**config.mk**
```make
export PLATFORM = sky130hd
export DESIGN_NAME = elevator_ctrl
export DESIGN_NICKNAME = d
export VERILOG_FILES = /design/src/rtl/elevator_pkg.sv /design/src/rtl/elevator_tick.sv /design/src/rtl/elevator_ctrl.sv
export SDC_FILE = /design/constraint.sdc
export NUM_CORES = 1
export LEC_CHECK = 0
export ABC_AREA = 0
export BUFFER_PORTS_ARGS = -buffer_cell sky130_fd_sc_hd__buf_4
export CAP_MARGIN = 20
export CORE_ASPECT_RATIO = 2
export CORE_MARGIN = 8
export CORE_UTILIZATION = 58
export DETAILED_ROUTE_END_ITERATION = 6
export GPL_ROUTABILITY_DRIVEN = 0
export PLACE_DENSITY_LB_ADDON = 0.12
export SETUP_SLACK_MARGIN = 0.05
export SYNTH_ARGS = -nofsm -noshare
export SYNTH_HDL_FRONTEND = slang
export SYNTH_SLANG_ARGS = --single-unit
```
**constraint.sdc**
```tcl
create_clock -name clk -period 3.9 [get_ports clk]
set_clock_uncertainty 0.2 [all_clocks]
set_input_delay 0.585 -clock clk [delete_from_list [all_inputs] [get_ports clk]]
set_output_delay 0.585 -clock clk [all_outputs]
set_load 0.02 [all_outputs]
```
**src/rtl/elevator_pkg.sv**
```systemverilog
`default_nettype none
// ============================================================================
//  Module      : elevator_pkg
//  Description : Shared types and constants for the elevator controller:
//                FSM state encoding and the seven-segment digit table.
//  Revision    : 1.0 - initial release
// ============================================================================
package elevator_pkg;

    // Controller FSM states
    typedef enum logic [1:0] {
        ST_IDLE = 2'd0,
        ST_MOVE = 2'd1,
        ST_DOOR = 2'd2
    } state_t;

    // Active-high segments {g,f,e,d,c,b,a}, entry i shows decimal digit i
    localparam logic [9:0][6:0] SEG_DIGITS = {
        7'b1101111,   // 9
        7'b1111111,   // 8
        7'b0000111,   // 7
        7'b1111101,   // 6
        7'b1101101,   // 5
        7'b1100110,   // 4
        7'b1001111,   // 3
        7'b1011011,   // 2
        7'b0000110,   // 1
        7'b0111111    // 0
    };

    // Digit lookup; anything outside 0..9 blanks the display
    function automatic logic [6:0] seg_digit(input logic [3:0] d);
        logic [6:0] seg;
        seg = 7'b0000000;
        if (d <= 4'd9) begin
            seg = SEG_DIGITS[d];
        end
        return seg;
    endfunction

endpackage
`default_nettype wire

```
**src/rtl/elevator_tick.sv**
```systemverilog
`default_nettype none
// ============================================================================
//  Module      : elevator_tick
//  Description : Movement-tick prescaler. Counts 0..DIV-1 while enabled and
//                emits a one-cycle pulse on the cycle the count wraps to 0.
//                Reset is asynchronous and active-low.
//  Revision    : 1.0 - initial release
// ============================================================================
module elevator_tick #(
    parameter int DIV = 4
) (
    input  logic clk,
    input  logic rst,
    input  logic en,
    output logic tick
);

    localparam int            CW     = (DIV > 1) ? $clog2(DIV) : 1;
    localparam logic [CW-1:0] C_LAST = CW'(DIV - 1);

    logic [CW-1:0] r_cnt;
    logic          r_tick;

    // Free-running divider; holds its count and suppresses the pulse while disabled
    always_ff @(posedge clk or negedge rst) begin
        if (!rst) begin
            r_cnt  <= '0;
            r_tick <= 1'b0;
        end else if (en) begin
            if (r_cnt == C_LAST) begin
                r_cnt  <= '0;
                r_tick <= 1'b1;
            end else begin
                r_cnt  <= r_cnt + CW'(1);
                r_tick <= 1'b0;
            end
        end else begin
            r_tick <= 1'b0;
        end
    end

    assign tick = r_tick;

endmodule
`default_nettype wire

```
**src/rtl/elevator_ctrl.sv**
```systemverilog
`default_nettype none
// ============================================================================
//  Module      : elevator_ctrl
//  Description : Single-car elevator controller. Latches floor requests,
//                chooses a travel direction, steps one floor per movement
//                tick and holds the door open for a fixed number of ticks.
//                Reset is asynchronous and active-low.
//  Revision    : 1.0 - initial release
// ============================================================================
module elevator_ctrl #(
    parameter int N_FLOORS   = 4,
    parameter int TICK_DIV   = 50000000,
    parameter int DOOR_TICKS = 3,
    parameter int CNT_W      = 4
) (
    input  logic                        clk,
    input  logic                        rst,
    input  logic                        en,
    input  logic                        stop,
    input  logic [N_FLOORS-1:0]         req,
    output logic                        tick_out,
    output logic [$clog2(N_FLOORS)-1:0] floor,
    output logic [6:0]                  floor_display,
    output logic                        dir_up,
    output logic                        moving,
    output logic                        door_open,
    output logic [N_FLOORS-1:0]         pending,
    output logic [CNT_W-1:0]            changes_count
);

    import elevator_pkg::*;

    localparam int            FW          = $clog2(N_FLOORS);
    localparam int            DW          = $clog2(DOOR_TICKS + 1);
    localparam logic [FW-1:0] C_TOP_FLOOR = FW'(N_FLOORS - 1);
    localparam logic [DW-1:0] C_DOOR_LOAD = DW'(DOOR_TICKS);

    state_t                r_state,    w_state_nx;
    logic [FW-1:0]         r_floor,    w_floor_nx;
    logic                  r_dir_up,   w_dir_nx;
    logic [DW-1:0]         r_door_cnt, w_door_nx;
    logic [CNT_W-1:0]      r_changes,  w_changes_nx;
    logic [N_FLOORS-1:0]   r_pending,  w_pending_nx;
    logic [N_FLOORS-1:0]   w_clear;
    logic [FW-1:0]         w_step_floor;
    logic                  w_at_end;
    logic                  w_tick;

    elevator_tick #(
        .DIV (TICK_DIV)
    ) u_tick (
        .clk  (clk),
        .rst  (rst),
        .en   (en),
        .tick (w_tick)
    );

    // True when some request lies strictly above (up=1) or below (up=0) floor f
    function automatic logic any_beyond(input logic [N_FLOORS-1:0] p,
                                        input logic [FW-1:0]       f,
                                        input logic                up);
        logic hit;
        hit = 1'b0;
        for (int i = 0; i < N_FLOORS; i++) begin
            if (p[i] && (up ? (i > int'(f)) : (i < int'(f)))) begin
                hit = 1'b1;
            end
        end
        return hit;
    endfunction

    // Next-state, motion and request-bookkeeping decisions
    always_comb begin
        w_state_nx   = r_state;
        w_floor_nx   = r_floor;
        w_dir_nx     = r_dir_up;
        w_door_nx    = r_door_cnt;
        w_changes_nx = r_changes;
        w_clear      = '0;
        w_step_floor = r_dir_up ? (r_floor + FW'(1)) : (r_floor - FW'(1));
        w_at_end     = r_dir_up ? (r_floor == C_TOP_FLOOR) : (r_floor == '0);

        if (!stop) begin
            case (r_state)
                ST_IDLE: begin
                    if (r_pending[r_floor]) begin
                        w_state_nx = ST_DOOR;
                        w_door_nx  = C_DOOR_LOAD;
                    end else if (any_beyond(r_pending, r_floor, r_dir_up)) begin
                        w_state_nx = ST_MOVE;
                    end else if (any_beyond(r_pending, r_floor, !r_dir_up)) begin
                        w_dir_nx   = !r_dir_up;
                        w_state_nx = ST_MOVE;
                    end
                end
                ST_MOVE: begin
                    if (w_tick) begin
                        if (w_at_end) begin
                            // Nothing can lie beyond an end floor; never step past it
                            w_state_nx = ST_IDLE;
                        end else begin
                            w_floor_nx = w_step_floor;
                            if (r_changes != {CNT_W{1'b1}}) begin
                                w_changes_nx = r_changes + CNT_W'(1);
                            end
                            if (r_pending[w_step_floor]) begin
                                w_state_nx = ST_DOOR;
                                w_door_nx  = C_DOOR_LOAD;
                            end else if (any_beyond(r_pending, w_step_floor, r_dir_up)) begin
                                w_state_nx = ST_MOVE;
                            end else begin
                                w_state_nx = ST_IDLE;
                            end
                        end
                    end
                end
                ST_DOOR: begin
                    if (w_tick) begin
                        if (r_door_cnt <= DW'(1)) begin
                            w_door_nx  = '0;
                            w_state_nx = ST_IDLE;
                        end else begin
                            w_door_nx  = r_door_cnt - DW'(1);
                        end
                    end
                end
                default: begin
                    w_state_nx = ST_IDLE;
                end
            endcase
        end

        // The floor whose door is open (or opening) is served: clear beats a new request
        if (r_state == ST_DOOR) begin
            w_clear[r_floor] = 1'b1;
        end
        if (w_state_nx == ST_DOOR) begin
            w_clear[w_floor_nx] = 1'b1;
        end
        w_pending_nx = (r_pending | req) & ~w_clear;
    end

    // Controller state register
    always_ff @(posedge clk or negedge rst) begin
        if (!rst) begin
            r_state    <= ST_IDLE;
            r_floor    <= '0;
            r_dir_up   <= 1'b1;
            r_door_cnt <= '0;
            r_changes  <= '0;
            r_pending  <= '0;
        end else begin
            r_state    <= w_state_nx;
            r_floor    <= w_floor_nx;
            r_dir_up   <= w_dir_nx;
            r_door_cnt <= w_door_nx;
            r_changes  <= w_changes_nx;
            r_pending  <= w_pending_nx;
        end
    end

    assign tick_out      = w_tick;
    assign floor         = r_floor;
    assign floor_display = seg_digit(4'(r_floor));
    assign dir_up        = r_dir_up;
    assign moving        = (r_state == ST_MOVE);
    assign door_open     = (r_state == ST_DOOR);
    assign pending       = r_pending;
    assign changes_count = r_changes;

endmodule
`default_nettype wire

```
==> results of run 1 <==
worst register-to-register path: stages, from the launching register on:
cell,delay (ps)
dfrtp_1,600
inv_1,180
ha_1,270
mux2_4,310
nor4b_4,450
xnor2_1,240
clkinv_1,170
nor3_1,200
a21oi_1,90
through the flow:
step           hold slack [ps]  worst slack, ps  utilization (%)
6_report                  67.1             1060             65.6
3_3_place_gp               280             1180             63.5
3_5_place_dp               285             1070             63.5
2_1_floorplan             89.4             1180                -
4_1_cts                   86.3             1060             65.6
5_1_grt                    106              830             65.6
routing by layer:
layer  wire length, um  track usage (%)  vias up
met1              2260             18.0      918
li1                  -                -      946
met2              2640             27.3       16
met3               147             3.50        2
met4                35             3.94        0
met5                 0                0        -
cells by family (layout without fill, tap and decap cells):
kind of cell	count (synthesis)	after routing	synth area share [%]
AOI/OAI and AO/OA	37	37	9.84
adders and majority gates	10	10	5.02
xor gates and xnor gates	26	26	9.14
buffers and inverters	25	50	4.77
and+or+nand+nor	109	109	24.7
muxes	8	8	4.17
DFF	42	42	42.2
other	1	1	0.150
cell type report:
type,count,area share (%)
tap,54,2.42
sequential,42,37.7
clock inverter,1,0.179
multi-input combinational,191,47.3
clock buffer,7,3.09
inverter,15,2.02
timing repair buffer,27,7.26
power by group through the flow:
| stage | registers [mW] | clock network [mW] | logic [mW] |
|---|---|---|---|
| finish | 0.553 | 0.281 | 0.264 |
| global route | 0.564 | 0.304 | 0.293 |
| CTS | 0.552 | 0.289 | 0.267 |
| detailed placement | 0.561 | 0 | 0.266 |
| global placement | 0.557 | 0 | 0.261 |
| floorplan | 0.529 | 0 | 0.211 |
cell usage after synthesis (all sizes together) (2+ instances only):
master / count
inv: 14
or2: 2
a31oi: 3
mux2: 3
nor4b: 2
nor2b: 5
xor2: 5
nor3: 8
dfrtp: 41
nand4: 7
nand2: 20
ha: 10
xnor2: 21
a21oi: 7
or4: 2
buf: 9
nor2: 26
nand3: 11
and3: 6
a221oi: 3
and4: 3
nor4: 3
o21ai: 13
and2: 4
or3: 3
a311oi: 2
nand2b: 3
mux2i: 4
worst paths after layout:
| check | end | startpoint | depth (start not counted) | slack (ps) |
|---|---|---|---|---|
| worst min register to register | u_tick.r_cnt[6] | u_tick.r_cnt[6] | 1 | 290 |
| worst min-delay path | r_door_cnt[1] | rst | 1 | 70 |
| worst max-delay path | pending[2] | floor[1] | 8 | 1060 |
| min in group clk | u_tick.r_cnt[6] | u_tick.r_cnt[6] | 1 | 290 |
| worst max register to register | pending[2] | floor[1] | 8 | 1060 |
| max in group asynchronous | pending[2] | rst | 1 | 3060 |
state kept, by name, summed over array words and instances (netlist names):
register and count:
u_tick.r_cnt 26, changes_count 4, pending 4, floor 2
r_door_cnt 2, r_state 2, dir_up 1, u_tick.tick 1
==> impl_metrics.tcl, run 1 <==
set metrics [dict create \
    worst_slew_pin_slew_ps 643 \
    synth-async-reset-ratio_pct 100 \
    synth_ff_type "dfrtp_1" \
    place_area_um2 2700 \
    start_kind "flop" \
    drtPass1Iterations 4 \
    synth_area_leaders "dfrtp_1 41%, xnor2_1 7.4%, ha_1 5.0%, nor2_1 3.9%, nand2_1 3.0%" \
    rsz0062_at_grt "false" \
    fillers 359 \
    synth_top_cell_by_area "dfrtp_1" \
    die_y_um 109 \
    ant_nets 0 \
    cp_slowest_stage_delay_ps 600 \
    pin_count 29 \
    endpoint_kind "flop" \
    worst_ep_arrival_time_ps 2780 \
    period_share_pct 72.9 \
    path_cells "inv_1, ha_1, mux2_4, nor4b_4, xnor2_1, clkinv_1, nor3_1, a21oi_1" \
    netlist_area_um2 2490 \
    n_antenna_cell 0 \
    cp_top_family "simple AND/OR/NAND/NOR gates" \
    grt_pass1_vias 1792 \
    p_total_mw 1.10 \
    grtUsageTotal_pct 15.3 \
    final_area_um2 2790 \
    worstHoldPathType "in -> async" \
    cts_buffers 5 \
    synth_seq_cells 42 \
    hold_viol_final 0 \
    synth.avg_cell_area_um2 9.66 \
    synthCells 258 \
    pwr-share-seq_pct 50.4 \
    cts.reportedPaths.clkPinSlew_ps 80 \
    cellPowerDensity_nw_per_um2 393 \
    drt-initial-drc-count 90 \
    cts_resized 0 \
    start_util_pct 58.6 \
    slew_headroom_pct 56.8 \
    via_count 1882 \
    portBuffers 27 \
    drive_above_1_share_pct 17.3 \
    clock-sinks 42 \
    die_x_um 62.4 \
    fin_crit_ps 2840 \
    maxSlewViolCount 0 \
    cts_setup_buffers 0 \
    syn_nets 276 \
    setup.worst_path.class "reg -> reg" \
    die-area_um2 6780 \
    critPathBufInv 2 \
    finalNonFillerCells 337 \
    maxCapViolations 0 \
    pwr-share-clk_pct 25.6 \
    final_nets 300 \
    final_cell_mix "41 x dfrtp_1, 27 x buf_4, 26 x nor2_1" \
    multi_input_area_um2 1320 \
    wirelength_um 5080 \
    area_delta_synth_final_pct 12.0 \
    vias_per_cell 5.58 \
    worstPathRequired_ps 3840 \
    drc 0 \
    status "completed" \
    ir_drop_v 0.000378 \
    max_freq_mhz 352 \
    final_common_cell "dfrtp_1" \
    globalRouteOverflowTotal 0 \
    p_sw_share_pct 32.4 \
    tns_ps 0 \
    yosysUniqueCellTypes 55 \
    h-tree-depth 2 \
    placementRows 34 \
    grt_max_degree 43 \
    leakage_nw 1.25 \
    finalSetupViolations 0 \
    coreArea_um2 4250 \
    cts_tree "done" \
    ys_warn_count 0 \
    synth_top_area_share_pct 41.2 \
    cts-root-buf "clkbuf_8" \
    clockBufferDepth 2 \
    area.sequential_um2 1050 \
    holdBufCountCts 0 \
    p_int_mw 0.742 \
    synth-edff-count 0 \
    combPwrFrac_pct 24.0 \
    dpl.hpwl_um 3860 \
    dp_cells 329 \
    power_switching_mw 0.355 \
    wire_per_inst_um 15.1 \
    crit_fanout 12 \
    clk-insertion-delay-late_ps 280 \
    grt_first_pass_wirelength_um 8570 \
    antenna_found_initial 0 \
    cp_slowest_cell "dfrtp_1" \
    yosysSeqAreaShare_pct 42.2 \
]
(Power assumes the default switching activity.)
==> inputs of run 2 (changes only) <==
==> constraint.sdc (replaced) <==
create_clock -name clk -period 2.9 [get_ports clk]
set_clock_uncertainty 0.2 [all_clocks]
set_input_delay 0.435 -clock clk [delete_from_list [all_inputs] [get_ports clk]]
set_output_delay 0.435 -clock clk [all_outputs]
set_load 0.02 [all_outputs]
==> run 2 against run 1 <==
Net effect:
- fmax rose by 9.2%
- power grew 42%
- non-clock buffer count rose by 6
- critical endpoint is now pending[3]
- sequential share of layout area is 0.87 points lower
- core utilization rose by 1.6 points
- highest routed layer unchanged
- largest cell class unchanged
==> impl_metrics.tcl, run 2 (synthesized netlist as in run 1, its figures left out) <==
set metrics [dict create \
    p_total_mw 1.56 \
    maxCapViolations 0 \
    rsz0062_at_grt "false" \
    setup.worst_path.class "reg -> reg" \
    holdBufCountCts 1 \
    cellPowerDensity_nw_per_um2 545 \
    wire_per_inst_um 14.7 \
    grtUsageTotal_pct 15.1 \
    endpoint_kind "flop" \
    worstHoldPathType "in -> reg" \
    reg2reg_to "pending[3]" \
    wirelength_um 5040 \
    cts_tree "done" \
    start_util_pct 58.6 \
    cts_setup_buffers 0 \
    clock-sinks 42 \
    final_common_cell "dfrtp_1" \
    pin_count 29 \
    p_int_mw 1.07 \
    place_ws_ps 342 \
    final_cell_mix "41 x dfrtp_1, 32 x buf_4, 26 x nor2_1" \
    cts_buffers 5 \
    clockBufferDepth 2 \
    cts_resized 0 \
    area_delta_synth_final_pct 14.7 \
    min_path_cells 2 \
    portBuffers 27 \
    coreArea_um2 4250 \
    period_share_pct 89.8 \
    grt_pass1_vias 1855 \
    final_area_um2 2860 \
    pwr-share-seq_pct 47.6 \
    final_nets 306 \
    finalSetupViolations 0 \
    status "completed" \
    vias_per_cell 5.52 \
    max_freq_mhz 384 \
    drc 0 \
    worst_slew_pin_slew_ps 560 \
    via_count 1894 \
    placementRows 34 \
    slew_headroom_pct 62.6 \
    fin_crit_ps 2600 \
    clk-insertion-delay-late_ps 300 \
    grt_max_degree 43 \
    combPwrFrac_pct 23.3 \
    ant_nets 0 \
    worstPathRequired_ps 2920 \
    grt_first_pass_wirelength_um 8460 \
    leakage_nw 1.28 \
    tns_ps 0 \
    worst_ep_arrival_time_ps 2620 \
    antenna_found_initial 0 \
    p_sw_share_pct 31.2 \
    crit_fanout 6 \
    min_to "u_tick.r_cnt[1]" \
    globalRouteOverflowTotal 0 \
    hold_viol_final 0 \
    maxSlewViolCount 0 \
    drive_above_1_share_pct 18.7 \
    die_x_um 62.4 \
    place_area_um2 2740 \
    fin_ws_ps 296 \
    n_antenna_cell 0 \
    regToRegSetupSlack_ps 300 \
    h-tree-depth 2 \
    drt-initial-drc-count 75 \
    drtPass1Iterations 4 \
    pwr-share-clk_pct 29.1 \
    start_kind "flop" \
    cts-root-buf "clkbuf_8" \
    rr_startpoint "floor[0]" \
    ir_drop_v 0.000456 \
    power_switching_mw 0.486 \
    die_y_um 109 \
    hold_start "en" \
    die-area_um2 6780 \
    cts.reportedPaths.clkPinSlew_ps 80 \
    dpl.hpwl_um 3740 \
    largest_register_ffs 26 \
    worst_r2r_path_depth 7 \
    regMostFlops "u_tick.r_cnt" \
]
==> run 2: changes by cell type in the layout (fill, tap and decap cells not counted), sizes merged <==
cell         before  now
buf              27   32
bufinv            0    1
clkbuf            7    6
clkinv            2    1
clkinvlp          0    1
dlygate4sd3       0    1
==> run 2: worst max-delay path by stage <==
stage	from	endpoint	slack [ps]	depth (start not counted)
after floorplan	floor[1]	r_door_cnt[0]	180	7
after global placement	floor[0]	pending[0]	450	8
after detailed placement	floor[0]	pending[3]	340	7
after CTS	floor[0]	pending[3]	320	7
after global routing	floor[0]	pending[0]	120	7
final	floor[0]	pending[3]	300	7
==> run 2: area by class of cell <==
class | instances | area (um^2)
inverter | 15 | 56.3
fill | 325 | 1400
sequential | 42 | 1050
multi-input combinational | 191 | 1320
clock buffer | 6 | 72.6
clock inverter | 2 | 37.5
tap | 54 | 67.6
timing repair buffer | 33 | 250
==> run 2: per-layer routing <==
metal | track usage (%) | part of all wire (%)
met1 | 17.2 | 44
met2 | 26.5 | 51
met3 | 3.50 | 3.3
met4 | 6.57 | 1.9
met5 | 0 | 0
==> run 2: per-stage QoR <==
| stage | util [%] | hold WS, ps | std cells |
|---|---|---|---|
| after floorplan | - | -60.6 | 258 |
| after global placement | 64.4 | 244 | 334 |
| after detailed placement | 64.4 | 250 | 334 |
| after CTS | 67.2 | 175 | 343 |
| after global routing | 67.2 | 186 | 343 |
| final | 67.2 | 187 | 343 |
==> run 2: power groups by stage <==
stage               clock, mW  combinational [mW]  sequential, mW
floorplan                   0               0.283           0.712
global placement            0               0.358           0.751
detailed placement          0               0.367           0.750
CTS                     0.470               0.368           0.739
global route            0.486               0.406           0.753
finish                  0.454               0.364           0.742
==> run 2: critical path, stage by stage (launching register included) <==
cell,delay (ps)
dfrtp_1,450
inv_2,110
ha_1,370
xnor2_1,240
mux4_2,390
a221oi_2,480
nor3_1,130
a21oi_1,150
